### config.mk
export PLATFORM = sky130hd
export DESIGN_NAME = bram_port_ctrl
export DESIGN_NICKNAME = d
export VERILOG_FILES = /design/src/rtl/bram_port_ctrl.sv
export SDC_FILE = /design/constraint.sdc
export NUM_CORES = 1
export LEC_CHECK = 0
export ABC_AREA = 1
export ABC_CLOCK_PERIOD_IN_PS = 6000
export BUFFER_PORTS_ARGS = -buffer_cell sky130_fd_sc_hd__buf_2
export CORE_ASPECT_RATIO = 0.7
export CORE_MARGIN = 1.5
export CORE_UTILIZATION = 25
export DETAILED_ROUTE_END_ITERATION = 12
export GPL_ROUTABILITY_DRIVEN = 0
export RECOVER_POWER = 50
export SYNTH_ARGS = -nofsm -noshare
export SYNTH_HDL_FRONTEND = slang
export SYNTH_SLANG_ARGS = --single-unit
### constraint.sdc
create_clock -name clk_i -period 6 [get_ports clk_i]
set_clock_uncertainty 0.15 [all_clocks]
set_input_delay 0.3 -clock clk_i [delete_from_list [all_inputs] [get_ports clk_i]]
set_output_delay 0.3 -clock clk_i [all_outputs]
set_load 0.01 [all_outputs]
### src/rtl/bram_port_ctrl.sv
// Request/response front end for one port of a byte-writable block RAM with a
// registered output (2-cycle read latency). Reads are tracked through a 2-stage
// valid pipeline and their data lands in a small response FIFO. A read is only
// accepted while pipeline plus FIFO occupancy leaves a free FIFO slot, so the
// FIFO can never overflow. Writes are fire-and-forget.
module bram_port_ctrl #(
    parameter int unsigned NB_COL        = 4,
    parameter int unsigned COL_WIDTH     = 8,
    parameter int unsigned RAM_ADDR_BITS = 10,
    parameter int unsigned RESP_DEPTH    = 4,
    localparam int unsigned WORD_WIDTH   = NB_COL * COL_WIDTH,
    localparam int unsigned CNT_W        = $clog2(RESP_DEPTH) + 1
) (
    input  logic                     clk_i,
    input  logic                     rst_i,
    // Request channel
    input  logic                     req_valid_i,
    output logic                     req_ready_o,
    input  logic [NB_COL-1:0]        req_we_i,
    input  logic [RAM_ADDR_BITS-1:0] req_addr_i,
    input  logic [WORD_WIDTH-1:0]    req_wdata_i,
    // Response channel
    output logic                     resp_valid_o,
    input  logic                     resp_ready_i,
    output logic [WORD_WIDTH-1:0]    resp_rdata_o,
    // RAM port A
    output logic                     ram_en_o,
    output logic [NB_COL-1:0]        ram_we_o,
    output logic [RAM_ADDR_BITS-1:0] ram_addr_o,
    output logic [WORD_WIDTH-1:0]    ram_wdata_o,
    output logic                     ram_en_reg_o,
    output logic                     ram_rst_o,
    input  logic [WORD_WIDTH-1:0]    ram_rdata_i,
    // Status
    output logic [CNT_W-1:0]         outstanding_o
);

    localparam int unsigned PTR_W = $clog2(RESP_DEPTH);

    // Read tracking pipeline: s1 = RAM array read done, s2 = output register loaded
    logic s1_q;
    logic s2_q;

    // Response FIFO
    logic [WORD_WIDTH-1:0] fifo_mem [RESP_DEPTH];
    logic [PTR_W-1:0]      wr_ptr_q;
    logic [PTR_W-1:0]      rd_ptr_q;
    logic [CNT_W-1:0]      count_q;

    logic is_write;
    logic read_credit;
    logic accept;
    logic rd_accept;
    logic push;
    logic pop;
    logic [CNT_W-1:0] outstanding;

    // Credit accounting and request handshake
    always_comb begin
        is_write    = |req_we_i;
        // Pops in the current cycle give no credit: keeps the ready path short.
        outstanding = '0;
        if (!rst_i) begin
            outstanding = CNT_W'(s1_q) + CNT_W'(s2_q) + count_q;
        end
        read_credit = outstanding < CNT_W'(RESP_DEPTH);
        req_ready_o = !rst_i && (is_write || read_credit);
        accept      = req_valid_i && req_ready_o;
        rd_accept   = accept && !is_write;
        outstanding_o = outstanding;
    end

    // RAM port drive: enable only in the accept cycle
    always_comb begin
        ram_en_o     = accept;
        ram_we_o     = accept ? req_we_i : '0;
        ram_addr_o   = req_addr_i;
        ram_wdata_o  = req_wdata_i;
        ram_en_reg_o = !rst_i && s1_q;
        ram_rst_o    = rst_i;
    end

    // Response side: FIFO head is presented directly
    always_comb begin
        resp_valid_o = !rst_i && (count_q != '0);
        resp_rdata_o = fifo_mem[rd_ptr_q];
        push         = !rst_i && s2_q;
        pop          = resp_valid_o && resp_ready_i;
    end

    // Read valid pipeline; reset drops reads in flight
    always_ff @(posedge clk_i) begin
        if (rst_i) begin
            s1_q <= 1'b0;
            s2_q <= 1'b0;
        end else begin
            s1_q <= rd_accept;
            s2_q <= s1_q;
        end
    end

    // FIFO pointers and occupancy; pointers wrap naturally at power-of-two depth
    always_ff @(posedge clk_i) begin
        if (rst_i) begin
            wr_ptr_q <= '0;
            rd_ptr_q <= '0;
            count_q  <= '0;
        end else begin
            if (push) begin
                wr_ptr_q <= wr_ptr_q + 1'b1;
            end
            if (pop) begin
                rd_ptr_q <= rd_ptr_q + 1'b1;
            end
            unique case ({push, pop})
                2'b10:   count_q <= count_q + 1'b1;
                2'b01:   count_q <= count_q - 1'b1;
                default: count_q <= count_q;
            endcase
        end
    end

    // FIFO storage: capture RAM output register contents when s2 is set
    always_ff @(posedge clk_i) begin
        if (push) begin
            fifo_mem[wr_ptr_q] <= ram_rdata_i;
        end
    end

endmodule

==> results.md, run 1 <==
- Outcome: complete, no violations
- DIE HEIGHT: 130 um
- Area growth syn-to-layout: 20.6%
- Fin crit share: 48.8%
- Clock power frac: 46.5%
- Row cnt: 46
- Via density: 4.08
- Final worst slack: 3.07 ns
- Vias in the first global route: 3537
- Total track usage: 10.8%
- Synthesized flop and latch total: 139
- # fillers: 2304
- Clk buf depth: 2
- Dpl cell area: 6120 um2
- Final ANT Viol Nets: 0
- PortBufs: 83
- Clock Sinks: 139
- Cell family with most CP delay: flip-flops
- Crit Path Category: flip-flop to output port
- CTS tree: yes
- DP HPWL: 7.72 mm
- Static Leakage: 2.44 nW
- Seq pwr share: 50.9%
- Mean post-synth cell area: 12.8 um2
- Diode count: 0
- Setup TNS: 0 ns
- First-pass GRT wire length: 19.3 mm
- Slew headroom: 19.4%
- MaxCap Viol Count: 0
- Initial antenna violation count: 0
- Final hold violations: 0
- Startpoint types: flip-flop
- Initial Utilization: 25.5%
- Worst Path Arrival: 2.48 ns
- Syn_nets: 541
- Predominant post-synthesis flop cell: edfxtp_1
- DR iter-0 viols: 268
- Core area: 22600 um2
- Final Non-Filler Cells: 847
- Vias after detailed routing: 3455
- Hold_ws: 0.0476 ns
- Most frequent cell after synthesis: edfxtp_1
- Placed cell count: 783
- Mapped Cells: 451
- Worst-Skew Late Latency: 0.41 ns
- Worst hold path type: input pin to flip-flop
- Async set-reset flop share out of synthesis: 0%
- Top cells by instance count after synthesis: 128 x edfxtp_1, 89 x nor2_1, 46 x buf_4
- CP max stage cell: dfxtp_2
- Net Sw Frac: 20.6%
- Max stage delay on crit path: 1.13 ns
- Hold_sp: resp_ready_i
- Dpl ws: 3.46 ns
- Postcts setup bufs: 0
- CP max FO: 65
- NetSw: 0.428 mW
- Fmax: 0.341 GHz
- Final Util: 30.8%
- Synth cell types: 23
- Fin area: 6960 um2
- Detailed-route DRC error count: 0
- Synth top area cells: edfxtp_1 67%, buf_4 6.0%, nor2_1 5.8%
- Final min period: 2.93 ns
- Yosys top cell area share: 66.6%
- Final setup fails: 0
- Chip Width: 185 um
- Critical Path Stages: 4
- Total wire length: 12.5 mm
- Hold depth: 3
- Worst Path Buf+Inv: 2
- Sequential cell area fraction in the yosys report: 70.5%
- Slew of the pin with the lowest slew margin: 1.21 ns
- Post-cts sizing count: 0
- # IOs: 168
- Synth warn: 0
- Reg2reg start: s2_q
- Htree depth: 4
- Mean routed wirelength per cell: 14.7 um
- Grt ovf: 0
- Worst vdd ir: 0.181 mV
- Int Power: 1.65 mW
- Pre-antenna DRT Iters: 5
- RSZ-0062 raised after global routing: no
- Top Layer Used: met4
- WL met1: 6.09 mm
- CTS clock-pin slew for the worst setup and hold paths: 0.06 ns
- Post-synth EDFFs: 128
- Slew Viols, Final: 0
- WP data required: 5.55 ns
- Critical path, cell by cell: inv_8, o21ai_1, o22ai_1, buf_2
- Synth area leader: edfxtp_1
- Root buffer cell: clkbuf_16
- # hold bufs at CTS: 33
- DR WL met3: 662 um
- Power, Total: 2.08 mW
- CTS Buf Count: 17
- Nets: 613
- Mapped Area: 5770 um2
- Share of cells above drive strength 1: 16.6%
- R2r worst-path depth: 2
- Maximum number of pins on one net before global-route repair: 66
- Met2 WL: 5.66 mm
- Logic gate share of total power: 2.6%
- Pwr per Cell Area: 299 nW/um2
- DIE AREA: 24000 um2
- CP endpoint kind: output port
[worst min-delay path, delay by kind of cell]
family,cells,cell delay [ns]
buf+inv,1,0.11
simple gates,1,0.08
compound gates,1,0.07
[power by group through the flow]
| stage | clock, mW | combinational, mW | sequential (mW) |
|---|---|---|---|
| global route | 1.03 | 0.0602 | 1.06 |
| global placement | 0 | 0.0393 | 1.08 |
| finish | 0.968 | 0.0541 | 1.06 |
| detailed placement | 0 | 0.0404 | 1.08 |
| CTS | 0.986 | 0.0582 | 1.06 |
| floorplan | 0 | 0.0417 | 1.08 |
[registers in the layout (all words and copies together), names as in the netlist, named ones only]
signal    flops
s2_q          1
rd_ptr_q      2
wr_ptr_q      2
fifo_mem    128
count_q       3
s1_q          1
[cell type report]
cell class	count	area, um2	share of cell area [%]
clock buffer	17	425	6.12
multi-input combinational	222	1140	16.3
inverter	27	109	1.56
tap	312	390	5.61
timing repair buffer	116	704	10.1
sequential	139	4070	58.5
clock inverter	14	125	1.80
[logic make-up (layout without fill, tap and decap cells)]
kind of cell	count (synthesis)	in the layout	synth area share, %
flops	139	139	70.5
simple gates	108	108	7.24
compound gates	104	104	9.72
buf+inv	90	174	10.3
fa+ha+maj	8	8	2.00
xor+xnor	2	2	0.304
[worst paths after layout]
kind,to,slack [ns]
setup / recovery,resp_rdata_o[30],3.07
hold / removal,flip-flop,0.05
setup reg to reg,fifo_mem[3][23],3.80
hold reg to reg,s2_q,0.34
[cells in the final DEF (no fill, tap or decap), types with 4 or more instances in the layout]
| master | synthesis | layout |
|---|---|---|
| edfxtp_1 | 128 | 128 |
| nor2_1 | 89 | 85 |
| buf_2 | 6 | 50 |
| o21ai_0 | 38 | 38 |
| dlygate4sd3_1 | 0 | 33 |
| clkbuf_1 | 2 | 33 |
| o22ai_1 | 32 | 32 |
| o21ai_1 | 28 | 28 |
| inv_1 | 24 | 24 |
| clkbuf_16 | 0 | 17 |
| nand2_1 | 15 | 15 |
| dfxtp_1 | 11 | 9 |
| a21oi_1 | 6 | 6 |
| ha_1 | 6 | 6 |
| clkinv_2 | 0 | 5 |
| nor2_4 | 0 | 4 |
| clkinv_4 | 0 | 4 |
[per-layer routing]
metal / global-route usage (%) / vias up
met2: 17.0 / 88
met1: 14.3 / 1658
li1: - / 1705
met5: 0 / -
met3: 3.21 / 4
met4: 3.09 / 0
(Power assumes the default switching activity.)
==> run 2, diff against run 1 <==
Settings changed: ABC_AREA 1 to 0, ABC_CLOCK_PERIOD_IN_PS 6000 to 2600.
Clock period 6 ns to 2.6 ns, I/O delays scaled along.
==> results.md, run 2 <==
- Synthesized flop and latch total: 139 (unchanged)
- Post-synth EDFFs: 128 (unchanged)
- Final Util: 31.8% (+1.0 points)
- Worst Path Arrival: 2.04 ns (-0.44 ns)
- Slew Viols, Final: 0 (unchanged)
- Slew headroom: 64.7% (+45 points)
- Pre-antenna DRT Iters: 4 (-1)
- Most frequent cell after synthesis: edfxtp_1
- Worst vdd ir: 0.419 mV (+130%)
- Core area: 21800 um2 (-3.4%)
- # hold bufs at CTS: 37 (+12%)
- Max reg flops: 128 (unchanged)
- Final hold violations: 0 (unchanged)
- Yosys top cell area share: 68.5% (+1.9 points)
- Met2 Use GR: 16.1% (-0.96 points)
- Int Power: 3.75 mW (+130%)
- Sequential cell area fraction in the yosys report: 72.5% (+2.0 points)
- Clock Sinks: 139 (unchanged)
- CP endpoint: ram_en_o
- Area growth syn-to-layout: 23.8%
- Vias in the first global route: 3055 (-14%)
- WP data required: 2.32 ns (-3.23 ns)
- Cell family with most CP delay: adder cells
- CTS clock-pin slew for the worst setup and hold paths: 0.07 ns (about the same)
- DP HPWL: 7.20 mm (-6.8%)
- PortBufs: 83 (unchanged)
- Synth area leader: edfxtp_1
- Final min period: 2.32 ns
- Worst-Skew Late Latency: 0.41 ns (about the same)
- Postcts setup bufs: 0 (unchanged)
- Synth cell types: 26 (+13%)
- Reg2reg start: s1_q
- Mapped Cells: 282 (-37%)
- Fin crit share: 89.4%
- GR Util met1: 11.9% (-2.4 points)
- CP max FO: 3 (-95%)
- Nets: 468 (-24%)
- Seq pwr share: 50.8% (about the same)
- Total wire length: 11.1 mm (-11%)
- Clock power frac: 46.9% (+0.4 points)
- Outcome: complete, no violations
- CTS tree: yes
- CP max stage cell: fa_1
- Worst hold path type: input pin to output port
- Diode count: 0 (unchanged)
- Chip Width: 182 um (-1.4%)
- Setup TNS: 0 ns (unchanged)
- Post-cts sizing count: 0 (unchanged)
- Root buffer cell: clkbuf_16
- Fmax: 0.430 GHz
- Via density: 4.08 (+0.10%)
- Vias after detailed routing: 2748 (-20%)
- Share of cells above drive strength 1: 32.7% (+16 points)
- Top Registers: fifo_mem x128, count_q x3
- MaxCap Viol Count: 0 (unchanged)
- Predominant post-synthesis flop cell: edfxtp_1
- DIE AREA: 23400 um2 (-2.7%)
- R2R Path End: s1_q
- Worst setup path start: s1_q
- Syn_nets: 372 (-31%)
- # IOs: 168 (unchanged)
- Clk buf depth: 2 (unchanged)
- Mean routed wirelength per cell: 16.5 um (+12%)
- Worst Path Buf+Inv: 1 (-1)
- Row cnt: 45 (-2.2%)
- R2r worst-path depth: 6 (+4)
- Detailed-route DRC error count: 0 (unchanged)
- Met3 GRT Util: 3.84% (+0.63 points)
- Synth top area cells: edfxtp_1 69%, mux4_2 12%, buf_4 5.8%
- Synth warn: 0 (unchanged)
- Most Crowded Layer GR: met2
- Htree depth: 4 (unchanged)
- Most frequent cells in the layout: 128 x edfxtp_1, 51 x buf_2, 37 x dlygate4sd3_1
- Top cells by instance count after synthesis: 128 x edfxtp_1, 43 x buf_4, 30 x mux4_2
- RSZ-0062 raised after global routing: no
- Startpoint types: flip-flop
- Final ANT Viol Nets: 0 (unchanged)
- Logic gate share of total power: 2.3% (-0.3 points)
- Setup slack, reg-to-reg: 0.41 ns (-3.39 ns)
- Maximum number of pins on one net before global-route repair: 33 (-50%)
- DR iter-0 viols: 109 (-59%)
- First-pass GRT wire length: 17.2 mm (-11%)
- Mean post-synth cell area: 19.9 um2 (+56%)
- Slew of the pin with the lowest slew margin: 0.529 ns (-0.679 ns)
- Final setup fails: 0 (unchanged)
- Critical path, cell by cell: fa_1, ha_1, xnor2_1, nor2_1, nor2b_1, buf_2
- Initial Utilization: 25.7% (+0.18 points)
- Pwr per Cell Area: 691 nW/um2 (+130%)
- Critical Path Stages: 6 (+2)
- Async set-reset flop share out of synthesis: 0% (unchanged)
- Crit Path Category: flip-flop to output port
- Initial antenna violation count: 0 (unchanged)
- NetSw: 1.05 mW (+150%)
- Static Leakage: 2.29 nW (-6.1%)
- Total track usage: 10.0% (-0.75 points)
- Grt ovf: 0 (unchanged)
- Top reg by flops: fifo_mem
- Max stage delay on crit path: 0.42 ns (-0.71 ns)
- DIE HEIGHT: 128 um (-1.4%)
- CP endpoint kind: output port
- Commonest non-fill, non-tap cell in the layout: edfxtp_1
- Net Sw Frac: 21.9% (+1.3 points)
- CTS Buf Count: 17 (unchanged)
- Mapped Area: 5610 um2 (-2.8%)
run 2: area by class of cell:
cell class / instances / area [um2]
clock buffers: 17 / 425
clock inverters: 15 / 130
fillers: 2153 / 14900
inverters: 6 / 22.5
multi-input cells: 85 / 1110
flip-flops and latches: 139 / 4070
well taps: 282 / 353
repair buffers: 129 / 838
run 2: worst min path at each step:
stage	start	endpoint	slack (ns)	cells past startpoint
after floorplan	ram_rdata_i[0]	fifo_mem[0][0]	0.08	0
after global placement	req_wdata_i[0]	ram_wdata_o[0]	0.11	0
after detailed placement	req_wdata_i[0]	ram_wdata_o[0]	0.11	0
after CTS	req_wdata_i[0]	ram_wdata_o[0]	0.11	0
after global routing	req_wdata_i[23]	ram_wdata_o[23]	0.11	0
final	req_wdata_i[22]	ram_wdata_o[22]	0.11	0
run 2: kinds of logic (layout without fill, tap and decap cells):
| kind of cell | count (synthesis) | count (layout) | synth area share, % |
|---|---|---|---|
| fa+ha+maj | 8 | 8 | 2.05 |
| simple gates | 33 | 33 | 3.01 |
| mux | 33 | 33 | 13.2 |
| xor+xnor | 6 | 6 | 0.937 |
| flops | 139 | 139 | 72.5 |
| buf+inv | 58 | 167 | 7.83 |
| compound gates | 5 | 5 | 0.558 |
run 2: worst register-to-register path: cells and delay by family, from the launching register on:
family	cells	cell delay (ns)
AND/OR/NAND/NOR	2	0.17
XOR/XNOR	1	0.30
flip-flops	1	0.34
buffers and inverters	1	0.55
adder cells (fa/ha/maj)	2	0.62
run 2: routing by layer:
layer	wire, um	share of wire, %
met3	672	6.1
met2	5100	46
met4	381	3.4
met5	0	0
met1	4930	44
run 2: power groups by stage:
stage | combinational (mW) | sequential (mW) | clock [mW]
after floorplan | 0.0867 | 2.49 | 0
after global placement | 0.0710 | 2.49 | 0
after detailed placement | 0.0760 | 2.49 | 0
after CTS | 0.120 | 2.44 | 2.30
after global routing | 0.124 | 2.44 | 2.40
final | 0.112 | 2.44 | 2.25
run 2: stage by stage:
step / power (mW) / instance area (um2) / worst slack [ns] / hold WS, ns / cells
finish: 4.80 / 6950 / 0.277 / 0.110 / 673
global route: 4.96 / 6950 / 0.0911 / 0.110 / 673
CTS: 4.85 / 6990 / 0.249 / 0.110 / 673
detailed placement: 2.56 / 6060 / 0.425 / 0.110 / 604
global placement: 2.56 / 6060 / 0.541 / 0.110 / 604
floorplan: 2.58 / 5610 / 0.601 / 0.0789 / 282
==> run 3, diff against run 2 <==
Settings changed: ABC_AREA 0 to 1.
==> results.md, run 3 (synthesis gave the netlist of run 1 again) <==
- Outcome: complete, no violations
- NetSw: 1.00 mW (-4.5%)
- Int Power: 4.32 mW (+15%)
- Reg2reg start: s2_q
- Row cnt: 46 (+2.2%)
- Maximum number of pins on one net before global-route repair: 65 (+97%)
- Slew headroom: 53.8% (-11 points)
- Endpoint of the worst hold path: ram_addr_o[6]
- Logic gate share of total power: 2.4% (about the same)
- Fin crit share: 89.0% (-0.37 points)
- Setup TNS: 0 ns (unchanged)
- CP endpoint kind: output port
- Worst vdd ir: 0.400 mV (-4.4%)
- Commonest non-fill, non-tap cell in the layout: edfxtp_1
- Final ANT Viol Nets: 0 (unchanged)
- WP data required: 2.32 ns (about the same)
- Clk buf depth: 2 (unchanged)
- Seq pwr share: 45.9% (-4.9 points)
- Final hold violations: 0 (unchanged)
- Startpoint types: flip-flop
- Hold_ws: 0.110 ns (unchanged)
- RSZ-0062 raised after global routing: no
- Max stage delay on crit path: 0.43 ns (about the same)
- Mean routed wirelength per cell: 14.4 um (-12%)
- Hold depth: 0 (unchanged)
- # IOs: 168 (unchanged)
- Diode count: 0 (unchanged)
- Post-cts sizing count: 0 (unchanged)
- Slew of the pin with the lowest slew margin: 0.692 ns (+0.162 ns)
- Net Sw Frac: 18.8% (-3.0 points)
- DIE AREA: 24000 um2 (+2.8%)
- Dpl ws: 0.531 ns (+0.107 ns)
- Pre-antenna DRT Iters: 4 (unchanged)
- Total track usage: 10.9% (+0.92 points)
- MaxCap Viol Count: 0 (unchanged)
- CP max stage cell: fa_1
- Vias in the first global route: 3457 (+13%)
- Clock power frac: 51.7% (+4.8 points)
- Clock Sinks: 139 (unchanged)
- DIE HEIGHT: 130 um (+1.4%)
- Initial Utilization: 25.5% (-0.18 points)
- Static Leakage: 2.56 nW (+12%)
- Final Non-Filler Cells: 863 (+28%)
- Fmax: 0.432 GHz (+0.42%)
- Cell family with most CP delay: adder cells
- CTS Buf Count: 17 (unchanged)
- Area growth syn-to-layout: 24.7%
- CTS clock-pin slew for the worst setup and hold paths: 0.06 ns (about the same)
- Top reg by flops: fifo_mem
- Final worst slack: 0.286 ns (+0.00964 ns)
- Vias after detailed routing: 3500 (+27%)
- Placed cell count: 794 (+31%)
- Most frequent cells in the layout: 128 x edfxtp_1, 85 x nor2_1, 50 x buf_2
- CTS tree: yes
- Crit Path Category: flip-flop to output port
- Slew Viols, Final: 0 (unchanged)
- First-pass GRT wire length: 19.2 mm (+12%)
- Worst Path Buf+Inv: 2 (+1)
- Initial antenna violation count: 0 (unchanged)
- Grt ovf: 0 (unchanged)
- DR iter-0 viols: 126 (+16%)
- R2R Path End: s1_q
- Worst Path Arrival: 2.03 ns (about the same)
- Worst hold path type: input pin to output port
- Htree depth: 4 (unchanged)
- Setup slack, reg-to-reg: 0.37 ns (-0.04 ns)
- Total wire length: 12.4 mm (+12%)
- Pwr per Cell Area: 739 nW/um2 (+7.0%)
- Worst-Skew Late Latency: 0.40 ns (about the same)
- Final min period: 2.31 ns (-0.00964 ns)
- PortBufs: 83 (unchanged)
- Hold_sp: req_addr_i[6]
- Nets: 628 (+34%)
- Final setup fails: 0 (unchanged)
- Critical path, cell by cell: fa_1, ha_1, xor2_1, nand2_1, nand3_1, inv_1, buf_2
- Share of cells above drive strength 1: 17.4% (-15 points)
- Top Registers: fifo_mem x128, count_q x3
- DP HPWL: 7.66 mm (+6.5%)
- Root buffer cell: clkbuf_16
- Power, Total: 5.32 mW (+11%)
- Max reg flops: 128 (unchanged)
- Detailed-route DRC error count: 0 (unchanged)
- CP max FO: 5 (+2)
- R2r worst-path depth: 7 (+1)
- Via density: 4.06 (-0.68%)
- Core area: 22600 um2 (+3.5%)
- Chip Width: 185 um (+1.4%)
==> run 3: routing by layer <==
layer | GRT usage [%] | routed length [um] | vias to the layer above
li1 | - | - | 1735
met1 | 15.2 | 6440 | 1668
met2 | 16.0 | 5290 | 86
met3 | 3.46 | 564 | 11
met4 | 3.66 | 136 | 0
met5 | 0 | 0 | -
==> run 3: repair_timing <==
| item | 4_1_cts | 5_1_grt |
|---|---|---|
| hold buffers | 37 | 0 |
| setup endpoints to repair | 0 | 0 |
| setup buffers | 0 | 0 |
| hold endpoints to repair | 136 | 0 |
==> run 3: cell type report <==
class / count / area, um2
fillers: 2294 / 15400
clock inverters: 13 / 239
inverters: 27 / 109
multi-input cells: 222 / 1140
flip-flops and latches: 139 / 4070
repair buffers: 131 / 820
well taps: 312 / 390
clock buffers: 19 / 433
==> run 3: power by group through the flow <==
stage	Combinational (mW)	Sequential (mW)	Clock (mW)
floorplan	0.0963	2.49	0
global placement	0.0953	2.49	0
detailed placement	0.0964	2.49	0
CTS	0.138	2.44	2.81
global route	0.143	2.44	2.91
finish	0.127	2.44	2.75
==> run 3: worst max path at each step <==
stage	from	to	slack, ns	cells past startpoint
after detailed placement	s2_q	fifo_mem[2][31]	0.53	4
after global placement	s2_q	fifo_mem[2][30]	0.55	4
after global routing	rst_i	count_q[2]	0.11	15
final	s2_q	ram_en_o	0.29	7
after CTS	s2_q	ram_we_o[1]	0.24	7
after floorplan	wr_ptr_q[0]	fifo_mem[2][0]	0.1	4
==> run 3: stage by stage <==
step	cell area, um2	util [%]
3_3_place_gp	6200	27.4
3_5_place_dp	6200	27.4
6_report	7190	31.8
4_1_cts	7250	32.0
5_1_grt	7190	31.8
2_1_floorplan	5770	-
